## src/rtl/enc_pkg.sv

```systemverilog
// ============================================================================
// Module      : enc_pkg
// Description : Shared constants and helpers for the 8-to-3 handshake encoder.
//               Optional feature macro used by the encoder: ROUND_ROBIN_EN.
// Revision    : 1.0 - initial release
// ============================================================================
`default_nettype none

package enc_pkg;

    localparam int N_IN  = 8;
    localparam int IDX_W = 3;

    // One-hot mask with only bit idx set
    function automatic logic [N_IN-1:0] onehot8(input logic [IDX_W-1:0] idx);
        logic [N_IN-1:0] m;
        m      = '0;
        m[idx] = 1'b1;
        return m;
    endfunction

endpackage

`default_nettype wire

```

## src/rtl/pe8to3_core.sv

```systemverilog
// ============================================================================
// Module      : pe8to3_core
// Description : Combinational priority search over an 8-bit vector.
//               ROUND_ROBIN_EN defined   : upward search from start, 7 wraps to 0.
//               ROUND_ROBIN_EN undefined : downward search from start-1, so with
//                                          start=0 the highest set bit wins.
// Revision    : 1.0 - initial release
// ============================================================================
`default_nettype none

module pe8to3_core
    import enc_pkg::*;
(
    input  logic [N_IN-1:0]  vec,
    input  logic [IDX_W-1:0] start,
    output logic [IDX_W-1:0] idx,
    output logic             any
);

    // Walk all 8 positions in priority order; the first set bit is taken
    always_comb begin
        logic [IDX_W-1:0] w_cand;
        idx    = '0;
        any    = 1'b0;
        w_cand = '0;
        for (int i = 0; i < N_IN; i++) begin
`ifdef ROUND_ROBIN_EN
            w_cand = start + IDX_W'(i);
`else
            w_cand = start - IDX_W'(1) - IDX_W'(i);
`endif
            if (!any && vec[w_cand]) begin
                idx = w_cand;
                any = 1'b1;
            end
        end
    end

endmodule

`default_nettype wire

```

## src/rtl/priority_encoder8to3_hs.sv

```systemverilog
// ============================================================================
// Module      : priority_encoder8to3_hs
// Description : Latches 8-bit event requests into a pending mask and emits each
//               as a 3-bit index over a valid/ready handshake, one per cycle.
//               Build option ROUND_ROBIN_EN selects rotating priority; the
//               default build uses fixed priority (bit 7 highest).
// Revision    : 1.0 - initial release
// ============================================================================
`default_nettype none

module priority_encoder8to3_hs
    import enc_pkg::*;
(
    input  logic             clk,
    input  logic             rst,
    input  logic [N_IN-1:0]  req,
    output logic             out_valid,
    input  logic             out_ready,
    output logic [IDX_W-1:0] code,
    output logic [N_IN-1:0]  pending,
    output logic             dup
);

    logic [N_IN-1:0]  pending_q, pending_d;
    logic             out_valid_q;
    logic [IDX_W-1:0] code_q;
    logic             dup_q, dup_d;
    logic [IDX_W-1:0] w_start;
    logic [IDX_W-1:0] w_sel;
    logic             w_any;
    logic             w_load;
    logic [N_IN-1:0]  w_clr;

`ifdef ROUND_ROBIN_EN
    logic [IDX_W-1:0] rr_ptr_q;

    // Rotate the search start to just past the last issued index
    always_ff @(posedge clk or posedge rst) begin
        if (rst) begin
            rr_ptr_q <= '0;
        end else if (w_load) begin
            rr_ptr_q <= w_sel + IDX_W'(1);
        end
    end

    assign w_start = rr_ptr_q;
`else
    assign w_start = '0;
`endif

    pe8to3_core u_core (
        .vec   (pending_q),
        .start (w_start),
        .idx   (w_sel),
        .any   (w_any)
    );

    // Refill the output register whenever it is empty or draining this cycle
    assign w_load = w_any && (!out_valid_q || out_ready);
    assign w_clr  = w_load ? onehot8(w_sel) : '0;

    // Issued bit leaves pending; new requests are OR-ed in and win over the clear
    always_comb begin
        pending_d = (pending_q & ~w_clr) | req;
        dup_d     = |(req & pending_q & ~w_clr);
    end

    // Pending mask and duplicate-arrival flag
    always_ff @(posedge clk or posedge rst) begin
        if (rst) begin
            pending_q <= '0;
            dup_q     <= 1'b0;
        end else begin
            pending_q <= pending_d;
            dup_q     <= dup_d;
        end
    end

    // Output register: load on refill, drop valid on accept without refill
    always_ff @(posedge clk or posedge rst) begin
        if (rst) begin
            out_valid_q <= 1'b0;
            code_q      <= '0;
        end else if (w_load) begin
            out_valid_q <= 1'b1;
            code_q      <= w_sel;
        end else if (out_ready) begin
            out_valid_q <= 1'b0;
        end
    end

    assign out_valid = out_valid_q;
    assign code      = code_q;
    assign pending   = pending_q;
    assign dup       = dup_q;

endmodule

`default_nettype wire

```

## config.mk

```make
export PLATFORM = sky130hd
export DESIGN_NAME = priority_encoder8to3_hs
export DESIGN_NICKNAME = d
export VERILOG_FILES = /design/src/rtl/enc_pkg.sv /design/src/rtl/pe8to3_core.sv /design/src/rtl/priority_encoder8to3_hs.sv
export SDC_FILE = /design/constraint.sdc
export NUM_CORES = 1
export LEC_CHECK = 0
export CORE_ASPECT_RATIO = 0.8
export CORE_MARGIN = 2
export CORE_UTILIZATION = 40
export DETAILED_ROUTE_END_ITERATION = 16
export GPL_TIMING_DRIVEN = 0
export PLACE_DENSITY_LB_ADDON = 0.08
export SLEW_MARGIN = 20
export SYNTH_ARGS = -nofsm -noshare
export SYNTH_HDL_FRONTEND = slang
export SYNTH_SLANG_ARGS = --single-unit
```

## constraint.sdc

```tcl
create_clock -name clk -period 1.6 [get_ports clk]
set_clock_uncertainty 0.15 [all_clocks]
set_input_delay 0.48 -clock clk [delete_from_list [all_inputs] [get_ports clk]]
set_output_delay 0.48 -clock clk [all_outputs]
set_load 0.02 [all_outputs]
```

==> results.py, run 1 <==
metrics = {
    "worst_setup_path": {
        "cp-end-kind": "register",
        "critical_path_class": "register to register",
        "start_kind": "register",
        "critical_path_required_ps": 1620,
        "worstPathArrival_ps": 1790,
        "crit_fanout": 5,
    },
    "yosys": {
        "synth_commonest_cells": "dfrtp_1 (13), nand2_1 (9), a21o_1 (6), nor2_1 (5), nand3_1 (4)",
        "yosysTopAreaCell": "dfrtp_1",
        "synth.top_cell.area_share": 0.443,
        "synth_ff_type": "dfrtp_1",
        "syn-num-nets": 85,
        "yosys.area_share.xor_xnor": 0,
        "synth.most_common_cell": "dfrtp_1",
        "synth_compound_gate_area_share": 0.276,
        "synthTopCellsByArea": "dfrtp_1 (44%), a21o_1 (6.1%), nand2_1 (4.6%)",
        "synth_area_um2": 734,
        "synthAdderAreaFrac": 0,
        "synth_top_family_by_area": "compound AO/OA/AOI/OAI gates",
        "synth_simple_gate_area_frac": 0.232,
        "synth_cell_types": 32,
        "synthArstFlopShare": 1.00,
        "synth-edff-count": 0,
        "synth_mux_area_frac": 0,
        "syn_area_per_cell_um2": 9.93,
        "synthCells": 74,
        "ys_seq_area_frac": 0.443,
        "synth_seq_cells": 13,
        "yosys_warnings": 0,
    },
    "placed_design": {
        "place_ws_ps": -523,
        "numPortBuffers": 23,
        "gp_congestion": 0.816,
        "dp_hpwl_um": 1240,
    },
    "clock_network": {
        "clock_sinks": 13,
        "htreeDepth": 1,
        "cts_tree": "yes",
        "clkLatencyLatePin_ps": 280,
        "clk_pin_slew_ps": 80,
        "hold_buffers": 0,
        "cts_buffers": 3,
        "cts-root-buf": "clkbuf_4",
        "clk_path_buf_depth": 2,
    },
    "cells_and_area": {
        "num_antenna_cells": 0,
        "nets": 128,
        "syn_to_final_growth_pct": 58.8,
        "n_fill_cell": 128,
        "layout-drive-gt1-share": 0.517,
    },
    "routing": {
        "antenna_left": 0,
        "drt-initial-drc-count": 36,
        "route.detailed.drc": 0,
        "num_vias": 779,
        "routed_wl_um": 2180,
        "viasPerCell": 5.64,
        "firstDrtPassIters": 4,
        "wl_per_cell_um": 15.8,
    },
    "sta": {
        "setup_ws_ps": -178,
        "fin_crit_ps": 1780,
        "relSlewSlack": 0.671,
        "finalMaxSlewViolations": 0,
        "tightest_slew_ps": 494,
        "rsz0062_at_grt": "yes",
        "hold_ws_ps": 350,
        "finalCritPeriodShare": 1.11,
        "finalHoldViolations": 0,
        "setup_viol": 9,
        "maxClockFrequency_mhz": 562,
    },
    "power": {
        "ir_drop_v": 0.000526,
        "power_uw": 701,
        "power_density_nw_per_um2": 601,
        "leakagePower_uw": 0.000467,
    },
    "die": {
        "num_io_pins": 24,
        "die_width_um": 51.9,
        "rows": 13,
        "floorplan.initialDensity": 0.438,
        "die_area_um2": 2200,
        "core_area_um2": 1680,
        "die_y_um": 42.3,
    },
    "grt": {
        "antenna_found_initial": 0,
        "grt-ovfl-total": 0,
        "grt_usage": 0.226,
        "grt_max_degree": 14,
        "grt_pass1_wl_um": 3660,
        "grt_pass1_vias": 814,
    },
    "outcome": {
        "violations": "negative setup slack",
        "status": "complete, but fails checks",
    },
    "run": {
        "maxCapViolations": 0,
    },
    "hold_path": {
        "hold_class": "register to register",
    },
}
cell type report:
class                   instances  area, um2  share of cell area
multi-input cells              56        439               0.377
flip-flops and latches         13        334               0.286
repair buffers                 39        305               0.262
well taps                      22       27.5              0.0236
clock buffers                   4       26.3              0.0225
plain buffers                   2       26.3              0.0225
inverters                       2       7.51             0.00644
through the flow:
step / TNS, ps / util / area, um2 / instances
after floorplan: -458 / - / 761 / 74
after global placement: -3160 / 0.608 / 1020 / 119
after detailed placement: -3330 / 0.608 / 1020 / 119
after CTS: -581 / 0.691 / 1160 / 136
after global routing: -1200 / 0.696 / 1170 / 138
final: -733 / 0.696 / 1170 / 138
flip-flops by register name, indices dropped and copies added (netlist names):
register,count
dup,1
code,3
out_valid,1
pending,8
report_power, final:
group	total (uW)	leakage (uW)	internal, uW	switching, uW
logic	152	0.000333	74.1	77.5
registers	347	0.000120	340	7.68
clock network	202	0.0000150	96.7	106
final timing paths:
path,from,endpoint,slack (ps),cells after the start
hold / removal,code[1],code[1],350,2
setup / recovery,pending[7],code[0],-180,6
min in group asynchronous,rst,dup,370,2
setup reg to reg,pending[7],code[0],-180,6
hold reg to reg,code[1],code[1],350,2
max in group asynchronous,rst,pending[0],570,2
cell families after synthesis:
logic type	count (synthesis)
buffers and inverters	5
and+or+nand+nor	29
AOI/OAI and AO/OA	27
DFF	13
timing repair:
| action | 4_1_cts | 5_1_grt |
|---|---|---|
| resized for setup | 54 | 16 |
| pin swaps | 9 | 10 |
| buffers inserted | 14 | 2 |
| endpoints found under the setup margin | 19 | 19 |
routing by layer:
layer  global-route usage  vias to the layer above  wire, um
li1                     -                      364         -
met1                0.273                      363       896
met2                0.357                       40      1010
met3               0.0750                       12       201
met4                0.105                        0        78
met5                    0                        -         0
critical path: stages, from the launching register on:
cell and delay [ps]:
dfrtp_2 420, buf_8 130, nor4_4 200, buf_4 190, nand2_2 60, or4_1 390, o211a_1 120
placed cells by master, fill, tap and decap left out, types with 2 or more instances in the layout:
| cell | n |
|---|---|
| buf_6 | 2 |
| dfrtp_1 | 6 |
| o211ai_1 | 2 |
| clkbuf_4 | 3 |
| nand2_2 | 2 |
| buf_4 | 17 |
| buf_2 | 5 |
| and2b_2 | 2 |
| nand3_1 | 3 |
| nand2_1 | 8 |
| dfrtp_2 | 7 |
| a31oi_1 | 2 |
| clkbuf_2 | 4 |
| clkdlybuf4s50_1 | 7 |
| nor2_1 | 4 |
| o21ai_1 | 2 |
| a21o_1 | 6 |
| a22oi_2 | 2 |
| a21oi_1 | 3 |
| inv_1 | 2 |
| nand2b_1 | 2 |
| dlygate4sd2_1 | 2 |
Note: power is estimated with default switching activity, not from simulation.
==> inputs of run 2 (changes only) <==
--- a/config.mk
+++ b/config.mk
@@ -5,6 +5,7 @@
 export SDC_FILE = /design/constraint.sdc
 export NUM_CORES = 1
 export LEC_CHECK = 0
+export ABC_CLOCK_PERIOD_IN_PS = 1600
 export CORE_ASPECT_RATIO = 0.8
 export CORE_MARGIN = 2
 export CORE_UTILIZATION = 40
==> results of run 2 <==
Final layout, timing and power as in run 1 (identical DEF).
